### config.mk
export PLATFORM = sky130hd
export DESIGN_NAME = serial_sub
export DESIGN_NICKNAME = d
export VERILOG_FILES = /design/src/rtl/serial_sub.sv
export SDC_FILE = /design/constraint.sdc
export NUM_CORES = 1
export LEC_CHECK = 0
export ABC_AREA = 1
export BUFFER_PORTS_ARGS = -buffer_cell sky130_fd_sc_hd__buf_2
export CORE_MARGIN = 2
export CORE_UTILIZATION = 56
export CTS_CLUSTER_DIAMETER = 200
export DETAILED_ROUTE_END_ITERATION = 10
export PLACE_DENSITY = 0.82
export SYNTH_ARGS = -nofsm -noshare
export SYNTH_HDL_FRONTEND = slang
export SYNTH_SLANG_ARGS = --single-unit
### constraint.sdc
create_clock -name clk -period 2.5 [get_ports clk]
set_input_delay 0.375 -clock clk [delete_from_list [all_inputs] [get_ports clk]]
set_output_delay 0.375 -clock clk [all_outputs]
set_load 0.005 [all_outputs]
### src/rtl/serial_sub.sv
// serial_sub: bit-serial borrow-ripple subtractor, diff = a - b - bin mod 2^WIDTH, LSB first.
// Latency: WIDTH cycles from operand acceptance to out_valid; one operation in flight at a time.
// Backpressure: result held stable in DONE until out_ready; in_ready is low from acceptance until IDLE returns.
module serial_sub #(
    parameter int WIDTH = 8
) (
    input  logic             clk,
    input  logic             rst,
    input  logic             in_valid,
    output logic             in_ready,
    input  logic [WIDTH-1:0] a,
    input  logic [WIDTH-1:0] b,
    input  logic             bin,
    output logic             out_valid,
    input  logic             out_ready,
    output logic [WIDTH-1:0] diff,
    output logic             bout,
    output logic             ovf,
    output logic             zero
);

    localparam int CW = (WIDTH > 1) ? $clog2(WIDTH) : 1;

    typedef enum logic [1:0] {
        IDLE,
        SHIFT,
        DONE
    } state_t;

    state_t           state;
    logic [WIDTH-1:0] sh_a;
    logic [WIDTH-1:0] sh_b;
    logic [WIDTH-1:0] diff_q;
    logic [CW-1:0]    cnt;
    logic             br;
    logic             bout_q;
    logic             ovf_q;

    logic             x;
    logic             y;
    logic             d;
    logic             br_next;

    // One bit-slice of the borrow ripple, fed from the LSBs of the operand shifters.
    always_comb begin
        x       = sh_a[0];
        y       = sh_b[0];
        d       = x ^ y ^ br;
        br_next = (~x & y) | (~(x ^ y) & br);
    end

    // Handshake FSM plus operand/result shift registers; reset wins over every transition.
    always_ff @(posedge clk) begin
        if (rst) begin
            state  <= IDLE;
            sh_a   <= '0;
            sh_b   <= '0;
            diff_q <= '0;
            cnt    <= '0;
            br     <= 1'b0;
            bout_q <= 1'b0;
            ovf_q  <= 1'b0;
        end else begin
            case (state)
                IDLE: begin
                    if (in_valid) begin
                        sh_a   <= a;
                        sh_b   <= b;
                        br     <= bin;
                        cnt    <= '0;
                        diff_q <= '0;
                        state  <= SHIFT;
                    end
                end
                SHIFT: begin
                    sh_a   <= {1'b0, sh_a[WIDTH-1:1]};
                    sh_b   <= {1'b0, sh_b[WIDTH-1:1]};
                    diff_q <= {d, diff_q[WIDTH-1:1]};
                    br     <= br_next;
                    cnt    <= cnt + CW'(1);
                    if (cnt == CW'(WIDTH - 1)) begin
                        // Borrow into the MSB differs from borrow out of it => signed overflow.
                        bout_q <= br_next;
                        ovf_q  <= br ^ br_next;
                        state  <= DONE;
                    end
                end
                DONE: begin
                    if (out_ready) begin
                        state <= IDLE;
                    end
                end
                default: state <= IDLE;
            endcase
        end
    end

    assign in_ready  = (state == IDLE);
    assign out_valid = (state == DONE);
    assign diff      = diff_q;
    assign bout      = bout_q;
    assign ovf       = ovf_q;
    assign zero      = (diff_q == '0);

endmodule
# Word-level counts from Yosys, hierarchy flattened
# Cells that the tools add are included.
[op_classes]
n_eq_ne = 6
n_bitwise = 8
reduce_logical = 6
add_sub_neg = 1
mux = 14
[op_table]
columns = ["cell", "n"]
rows = [
  ["8-bit one-hot mux with 2 select lines", 3],
  ["8-bit 2-to-1 mux", 3],
  ["8-bit zero test", 1],
  ["2-bit 2-to-1 mux", 3],
  ["2-bit one-hot mux with 3 select lines", 1],
  ["3-bit one-hot mux with 2 select lines", 1],
  ["2-bit != test, second input constant", 2],
  ["2-bit AND reduction", 2],
  ["3-bit by 1-bit adder with 3-bit output, second input constant", 1],
  ["3-bit == test, second input constant", 1],
  ["3-bit 2-to-1 mux", 1],
  ["3-bit AND reduction", 1],
  ["1-bit bitwise XOR", 3],
  ["1-bit AND", 2],
  ["2-bit by 1-bit == test with 1-bit output, second input constant", 1],
  ["2-bit == test, second input constant", 1],
  ["2-bit zero test", 1],
  ["2-bit by 1-bit != test with 1-bit output, second input constant", 1],
  ["1-bit inverter", 2],
  ["1-bit one-hot mux with 2 select lines", 1],
  ["2-bit nonzero test", 1],
  ["1-bit 2-to-1 mux", 1],
  ["1-bit OR", 1],
]
[word_totals]
ff_bits = 32
out_inout_bits = 13

# Logic depth before layout (Yosys ltp)
# Gate-level depths: netlist of run 1.
[logic_depth]
ltp_word = 5
depth_mapped = 8
depth_no_buf = 8

# Worst setup path after synthesis of run 1
# No wires, ideal clock.
[synth_timing]
kind = "flip-flop to flip-flop"
from = "register br"
to = "register ovf_q (netlist: ovf)"
slack_ns = 1.328
t_required_ns = 2.384
arrival_ns = 1.056
n_path_buf = 0
path_stages_with_launch = 6
synth_period_minus_slack_ns = 1.172
setup_ns = 0.116
path_cell_list = "dfxtp_1 inv_1 fa_1 xnor2_1 nor2_1 nor2_1"
[synth_between]
elab_chain_cells = 3
[synth_rtl]
columns = ["element", "line_no", "text"]
rows = [
  ["start: declaration", "35", "logic br;"],
  ["start signal: assignment", "69", "br <= bin;"],
  ["start signal: assignment", "79", "br <= br_next;"],
  ["1-bit AND", "49", "br_next = (~x & y) | (~(x ^ y) & br);"],
  ["1-bit OR", "49", ""],
  ["1-bit bitwise XOR *", "84", "ovf_q <= br ^ br_next;"],
  ["end signal: assignment", "84", ""],
  ["end: declaration", "37", "logic ovf_q;"],
]
# Every way passes the cells marked *; elsewhere a longest branch is shown, timed or not.
# A chain may end at the register's enable or synchronous reset.

# Worst setup path after layout of run 1
[layout_timing]
from = "register state[0]"
to = "output in_ready"
[layout_between]
elab_chain_cells = 1
[layout_rtl]
columns = ["element", "line_no", "text"]
rows = [
  ["start: declaration", "30", "state_t state;"],
  ["start signal: assignment", "55", "state <= IDLE;"],
  ["start signal: assignment", "72", "state <= SHIFT;"],
  ["start signal: assignment", "85", "state <= DONE;"],
  ["2-bit zero test", "98", "assign in_ready = (state == IDLE);"],
  ["end: declaration", "10", "output logic in_ready,"],
]
# Every way passes these cells.

==> impl_results.md, run 1 <==
- I/O pin total: 34
- Arr. time, crit path: 1.36 ns
- Reg2Reg Setup Slack: 1.10 ns
- Crit share post-route: 0.695
- Max Root-Sink Buffers: 2
- Post-DP HPWL: 2010 um
- Top cell type's share of synthesized area: 0.429
- Final ANT Viol Nets: 0
- Hold Crit Class: in -> reg
- Post-synth EDFFs: 0
- Worst R2R Path Depth: 5
- Slew Limit Fails: 0
- Post_cts resized: 0
- Maximum capacitance violations: 0
- Syn_nets: 240
- Die width: 55.6 um
- Status: finished clean
- First-pass GRT wire length: 5420 um
- Crit path required time: 2.12 ns
- Port Buffer Count: 33
- Initial antenna violation count: 0
- Largest net degree at the start of global routing: 27
- Layout cells sized above 1: 0.188
- Peak VDD IR: 0.000559 V
- Final setup TNS: 0 ns
- Crit. Startpoint: state[0]$_SDFFE_PP0P_
- Crit Path Class: reg -> out
- Setup WS pre-CTS: 0.930 ns
- RR Startpoint: state[1]$_SDFFE_PP0P_
- H-tree Lvls: 2
- Sink Count: 32
- CTS hold repair buffers: 0
- Fmax: 575 MHz
- Fin crit period: 1.74 ns
- Final Worst Setup Slack: 0.762 ns
- Total power: 984 uW
- # placed instances: 267
- Core area: 0.00250 mm^2
- Startpoint types: register
- Clock Skews: 0.00501 ns
- N_diodes: 0
- Yosys top cell by area: dfxtp_1
- Post-synthesis sequential area ratio: 0.429
- Hold Fails Final Rpt: 0
- PD cells: 584 mW/mm^2
- Die area: 0.00309 mm^2
- Fin Hold WS: 0.297 ns
- DIE HEIGHT: 55.6 um
- TritonCTS clock tree: built
- Most frequent cell after synthesis: nand2_1
- Overflow after GRT: 0
- DRT iter0 DRCs: 55
- Post-CTS Setup Bufs: 0
- Pleak: 0.844 nW
- NumNets Final: 268
- Wire per inst: 11.0 um
- Final Setup Violations: 0
- Layout area overhead: 12.8%
- Avg Cell Area, Syn: 6.91 um^2
- Vias per inst: 5.08
- Vias: 1397
- Worst rel slew slack: 0.628
- Root Driver: clkbuf_4
- Drt drc: 0
- Worst R2R End: br$_SDFFE_PP0P_
- Worst Tran Pin Value: 0.556 ns
- Total iterations of the first detailed-routing run: 4
- Post-synthesis cell area: 0.00149 mm^2
- Top cells by area, synth: dfxtp_1 43%, nand3_1 15%, nand2_1 13%
- Post-Route WL: 3030 um
- Syn Inst Count: 216
- Total track usage: 0.223
- Commonest cells in the netlist: 50 x nand2_1, 46 x nand3_1, 32 x dfxtp_1, 25 x nor2_1, 22 x inv_1
- Hold Crit Endpoint: sh_a[7]$_SDFFE_PP0P_
- Yosys cell types: 20
- Initial core utilization: 0.597
- Cells on Worst Hold Path: 3
- Ys Warns: 0
- Synthesized flop and latch total: 32
- Critical Path End Type: primary output
- FP Rows: 18
- TritonCTS Buffers: 5
- Async SR Flop Fraction: 0
- RSZ-0062 raised after global routing: no
- Main synth FF type: dfxtp_1
- Worst-path maximum fanout: 16
- Worst skew pair latency: 0.33 ns
- GPL Wtd Cong: 0.785
- Clock transition at path regs: 0.09 ns
- Vias in the first global route: 1294
- Worst min-delay path startpoint: a[7]
- Finished Layout Cells: 275
[where the power goes]
part / leakage [nW] / switching, mW / total [mW] / internal [mW]
Clock: 0.0326 / 0.164 / 0.303 / 0.139
Sequential: 0.261 / 0.0144 / 0.547 / 0.533
Combinational: 0.550 / 0.0844 / 0.135 / 0.0502
Total: 0.844 / 0.263 / 0.984 / 0.722
[registers in the layout (all words and copies together), names as in the netlist]
register / flops
diff: 8
sh_a: 8
sh_b: 8
cnt: 3
state: 2
bout: 1
br: 1
ovf: 1
[metrics by stage]
step | instance area, um^2 | util
2_1_floorplan | 1490 | -
3_3_place_gp | 1630 | 0.650
3_5_place_dp | 1630 | 0.650
4_1_cts | 1680 | 0.674
5_1_grt | 1680 | 0.674
6_report | 1680 | 0.674
[metal layers]
| layer | GRT usage | vias up | share of wire |
|---|---|---|---|
| met5 | 0 | - | 0 |
| met4 | 0.0906 | 0 | 0.016 |
| met3 | 0.0698 | 5 | 0.059 |
| met2 | 0.366 | 40 | 0.47 |
| met1 | 0.271 | 613 | 0.45 |
| li1 | - | 739 | - |
[cell type report]
| class | count | area (um^2) |
|---|---|---|
| Multi-Input combinational cell | 148 | 692 |
| Sequential cell | 32 | 641 |
| Clock buffer | 8 | 58.8 |
| Tap cell | 30 | 37.5 |
| Fill cell | 248 | 816 |
| Inverter | 24 | 90.1 |
| Timing Repair Buffer | 33 | 165 |
[cells by family after synthesis]
logic type               after synthesis  synth area share
AO/OA/AOI/OAI                         18            0.0603
flip-flops                            32             0.429
XOR/XNOR                               1           0.00587
buffers and inverters                 36             0.107
adder cells (fa/ha/maj)                3            0.0302
AND/OR/NAND/NOR                      126             0.367
[worst max-delay path, stage by stage (launching register included)]
cell	delay [ns]
dfxtp_1	0.36
nor2_2	0.46
buf_2	0.21
[how the worst max path moves through the flow]
| stage | to |
|---|---|
| after floorplan | ovf$_SDFFE_PP0P_ |
| final | in_ready |
| after global placement | sh_b[4]$_SDFFE_PP0P_ |
| after detailed placement | sh_b[2]$_SDFFE_PP0P_ |
| after CTS | in_ready |
| after global routing | in_ready |
[layout by cell type (no fill, tap or decap)]
master	netlist	final
a21oi_1	15	15
buf_2	4	33
clkbuf_1	1	2
clkbuf_4	0	5
clkbuf_8	0	1
dfxtp_1	32	32
fa_1	1	1
ha_1	2	2
inv_1	22	22
inv_2	2	2
nand2_1	50	50
nand2_2	3	3
nand3_1	46	46
nor2_1	25	25
nor2_2	1	1
nor2_4	1	1
o21ai_0	2	2
o21ai_1	1	1
xnor2_1	1	1
Note: power is estimated with default switching activity, not from simulation.
==> run 2, diff against run 1 <==
- CORE_UTILIZATION: 56 -> 52
- PLACE_DENSITY: 0.82 -> 0.77
- clock period: 2.5 -> 1.6 ns (I/O delays scaled with it)
==> run 2 against run 1 <==
Routed wire length rose by 3.0%. Utilization fell by 2.8 points. Critical path depth rose by 1. Highest routed layer unchanged. Die area rose by 7.1%. Combinational power rose by 71%. First-iteration DRC count rose by 1.8%. Critical endpoint unchanged.
==> impl_results.md, run 2 (synthesis gave the netlist of run 1 again) <==
- Status: finished clean
- DRT iter0 DRCs: 56
- Hold Crit Class: in -> reg
- Crit Path Class: reg -> out
- Worst skew pair latency: 0.33 ns
- Post-route cell area: 0.00177 mm^2
- Wire per inst: 11.1 um
- Commonest non-fill, non-tap cell in the layout: nand2_1
- Largest net degree at the start of global routing: 27
- RSZ-0062 raised after global routing: no
- Peak VDD IR: 0.000703 V
- I/O pin total: 34
- Crit share post-route: 0.934
- Post-Route WL: 3120 um
- Final Setup Violations: 0
- TritonCTS Buffers: 5
- Fmax: 669 MHz
- Critical path cell sequence: nor2_4, buf_4, buf_2
- Max Root-Sink Buffers: 2
- Maximum capacitance violations: 0
- Post-DP HPWL: 2110 um
- Layout area overhead: 18.3%
- Core area: 0.00273 mm^2
- Root Driver: clkbuf_4
- Slowest stage delay, CP: 0.39 ns
- Arr. time, crit path: 1.25 ns
- Initial core utilization: 0.546
- Total power: 1.69 mW
- Fin util: 0.646
- Total iterations of the first detailed-routing run: 4
- Worst rel slew slack: 0.708
- P_int: 1.25 mW
- Clk pwr share: 0.357
- Die width: 57.6 um
- Top cell family by delay on the critical path: flip-flops
- DIE HEIGHT: 57.6 um
- GPL Wtd Cong: 0.753
- Crit path max-delay cell type: dfxtp_1
- Fin crit period: 1.49 ns
- Sw frac: 0.258
- FP Rows: 19
- CP bufs+invs: 2
- Layout cells sized above 1: 0.211
- Worst-path maximum fanout: 13
- Pleak: 0.889 nW
- Gate power share: 0.137
- Vias per inst: 5.00
- Hold Fails Final Rpt: 0
- Sw Pwr: 436 uW
- Vias: 1409
- N_diodes: 0
- NumNets Final: 274
- First-pass GRT wire length: 5150 um
- Vias in the first global route: 1204
- Final setup TNS: 0 ns
- TritonCTS clock tree: built
- H-tree Lvls: 2
- Commonest non-fill, non-tap cells in the layout: 50 x nand2_1, 46 x nand3_1, 33 x buf_2
- Fin Hold WS: 0.154 ns
- Clock Skews: 0.00425 ns
- Port Buffer Count: 33
- Slew Limit Fails: 0
- Initial antenna violation count: 0
- PD cells: 957 mW/mm^2
- Die area: 0.00331 mm^2
- Total track usage: 0.204
- Dpl cell area: 0.00168 mm^2
- Startpoint types: register
- Overflow after GRT: 0
- Worst Tran Pin Value: 0.438 ns
- Crit path required time: 1.36 ns
- Sequential power share: 0.507
- Critical Path End Type: primary output
- Final ANT Viol Nets: 0
- Clock transition at path regs: 0.10 ns
- Drt drc: 0
- Sink Count: 32
==> run 2: changes by cell type in the layout (fill, tap and decap cells not counted), sizes merged <==
cell and delta:
bufinv +1, clkinv +1, buf +6, clkbuf -2
==> run 2: repair_timing <==
action,in CTS,in global routing
hold buffers,0,0
setup endpoints to repair,0,1
buffers inserted,0,0
resized for setup,0,1
==> run 2: path summary, 6_finish.rpt <==
path / slack (ns) / from / depth (start not counted) / to
worst max-delay path: 0.11 / state[0]$_SDFFE_PP0P_ / 3 / in_ready
worst min-delay path: 0.15 / b[7] / 3 / sh_b[7]$_SDFFE_PP0P_
worst max register to register: 0.25 / state[1]$_SDFFE_PP0P_ / 7 / sh_a[6]$_SDFFE_PP0P_
worst min register to register: 0.48 / cnt[0]$_SDFFE_PP0P_ / 1 / cnt[0]$_SDFFE_PP0P_
==> run 2: worst min-delay path, stage by stage <==
cell and delay (ns):
buf_2 0.10, nand2_1 0.05, a21oi_1 0.05
==> run 2: final cells by class <==
cell class | count | area (um^2)
repair buffers | 39 | 223
clock buffers | 6 | 41.3
inverters | 24 | 90.1
well taps | 31 | 38.8
multi-input cells | 148 | 697
fillers | 257 | 968
flip-flops and latches | 32 | 641
clock inverters | 2 | 35.0
==> run 2: power groups by stage <==
stage | Combinational [mW] | Clock, mW | Sequential [mW]
global route | 0.262 | 0.657 | 0.862
global placement | 0.226 | 0 | 0.873
detailed placement | 0.229 | 0 | 0.873
CTS | 0.231 | 0.615 | 0.855
finish | 0.231 | 0.603 | 0.856
floorplan | 0.167 | 0 | 0.869
==> run 2: routing by layer <==
metal / part of all wire / global-route usage / routed length (um)
met5: 0 / 0 / 0
met3: 0.054 / 0.0726 / 168
met2: 0.45 / 0.312 / 1410
met1: 0.48 / 0.259 / 1500
met4: 0.012 / 0.0930 / 38
==> run 2: metrics by stage <==
stage / std cells / worst slack (ns)
finish: 282 / 0.105
global route: 282 / 0.0348
CTS: 282 / 0.0303
detailed placement: 274 / 0.309
floorplan: 216 / 0.428
global placement: 274 / 0.369
==> run 3, diff against run 2 <==
- CORE_MARGIN: 2 -> 10
==> run 3 against run 2 <==
Clock power fell by 14%. Design area down 0.92%. Global-route usage fell by 6.9 points. Die area up 63%. Register-to-register slack improved by 0.05 ns. Largest cell class unchanged. Worst setup slack better by 0.099 ns. Fmax rose by 7.1%. Total power is 4.9% lower.
==> impl_results.md, run 3 (synthesis gave the netlist of run 1 again) <==
- Status: finished clean
- Total iterations of the first detailed-routing run: 5
- Final setup TNS: 0 ns
- Post-Route WL: 3340 um
- Peak VDD IR: 0.000699 V
- Arr. time, crit path: 1.16 ns
- Worst Tran Pin Value: 0.453 ns
- Fmax: 716 MHz
- Max Root-Sink Buffers: 2
- Worst rel slew slack: 0.698
- Worst skew pair latency: 0.33 ns
- Initial antenna violation count: 0
- Core area: 0.00276 mm^2
- Crit share post-route: 0.873
- FP Rows: 19
- Critical Path End Type: primary output
- Clock Skews: 0.00506 ns
- Die area: 0.00541 mm^2
- I/O pin total: 34
- N_diodes: 0
- Sink Count: 32
- Layout area overhead: 17.2%
- Hold Fails Final Rpt: 0
- TritonCTS Buffers: 5
- Crit Path Class: reg -> out
- Drt drc: 0
- Fin crit period: 1.40 ns
- Clock transition at path regs: 0.10 ns
- Maximum capacitance violations: 0
- Total power: 1.61 mW
- Largest net degree at the start of global routing: 20
- Post-DP HPWL: 2380 um
- GPL Wtd Cong: 0.822
- Port Buffer Count: 33
- Commonest non-fill, non-tap cell in the layout: nand2_1
- Layout cells sized above 1: 0.212
- CTS hold repair buffers: 0
- TritonCTS clock tree: built
- DIE HEIGHT: 73.6 um
- DRT iter0 DRCs: 128
- H-tree Lvls: 2
- Final Setup Violations: 0
- Final ANT Viol Nets: 0
- Startpoint types: register
- Crit path required time: 1.36 ns
- Wire per inst: 11.9 um
- Die width: 73.6 um
- Overflow after GRT: 0
- Slew Limit Fails: 0
- Total track usage: 0.135
- Pleak: 0.881 nW
- Vias: 1440
- Initial core utilization: 0.541
- NumNets Final: 274
- Setup WS pre-CTS: 0.330 ns
- Worst-path maximum fanout: 16
- Post_cts resized: 0
- Vias in the first global route: 1380
- Hold Crit Class: in -> reg
- Commonest non-fill, non-tap cells in the layout: 50 x nand2_1, 46 x nand3_1, 33 x buf_2
- Post-CTS Setup Bufs: 0
- RSZ-0062 raised after global routing: no
- First-pass GRT wire length: 5840 um
- Vias per inst: 5.12
- Root Driver: clkbuf_4
- PD cells: 919 mW/mm^2
- Final Worst Setup Slack: 0.204 ns
==> run 3: cell count changes in the layout (fill, tap and decap cells not counted), sizes merged <==
cell    previous run  this run
bufinv             1         0
clkbuf             6         7
clkinv             1         0
==> run 3: power breakdown <==
group / internal [mW] / switching (mW)
clock network: 0.249 / 0.272
registers: 0.832 / 0.0220
logic: 0.0958 / 0.137
==> run 3: worst max-delay path, cell delays in order, from the launching register on <==
cell and delay [ns]:
dfxtp_1 0.36, nor2_2 0.11, buf_4 0.20, buf_2 0.14
==> run 3: metal layers <==
metal | vias up | wire length [um] | global-route usage
li1 | 747 | - | -
met4 | 0 | 62 | 0.0559
met1 | 648 | 1520 | 0.151
met5 | - | 0 | 0
met2 | 39 | 1590 | 0.225
met3 | 6 | 173 | 0.0511
==> run 3: final timing paths <==
kind,end,slack [ns],startpoint,cells past startpoint
setup / recovery,in_ready,0.20,state[0]$_SDFFE_PP0P_,3
hold / removal,sh_a[7]$_SDFFE_PP0P_,0.14,a[7],3
hold reg to reg,cnt[0]$_SDFFE_PP0P_,0.47,cnt[0]$_SDFFE_PP0P_,1
setup reg to reg,br$_SDFFE_PP0P_,0.30,state[1]$_SDFFE_PP0P_,5
==> run 3: per-stage QoR <==
stage | util | hold slack [ns] | std cells | area (um^2)
finish | 0.634 | 0.140 | 281 | 1750
global route | 0.634 | 0.139 | 281 | 1750
CTS | 0.634 | 0.135 | 281 | 1750
detailed placement | 0.611 | 0.456 | 274 | 1680
global placement | 0.611 | 0.450 | 274 | 1680
floorplan | - | 0.383 | 216 | 1490
==> run 3: cell type report <==
class	count	area, um^2
multi-input cells	148	692
inverters	24	90.1
fillers	266	1010
well taps	31	38.8
repair buffers	39	223
clock buffers	7	65.1
flip-flops and latches	32	641
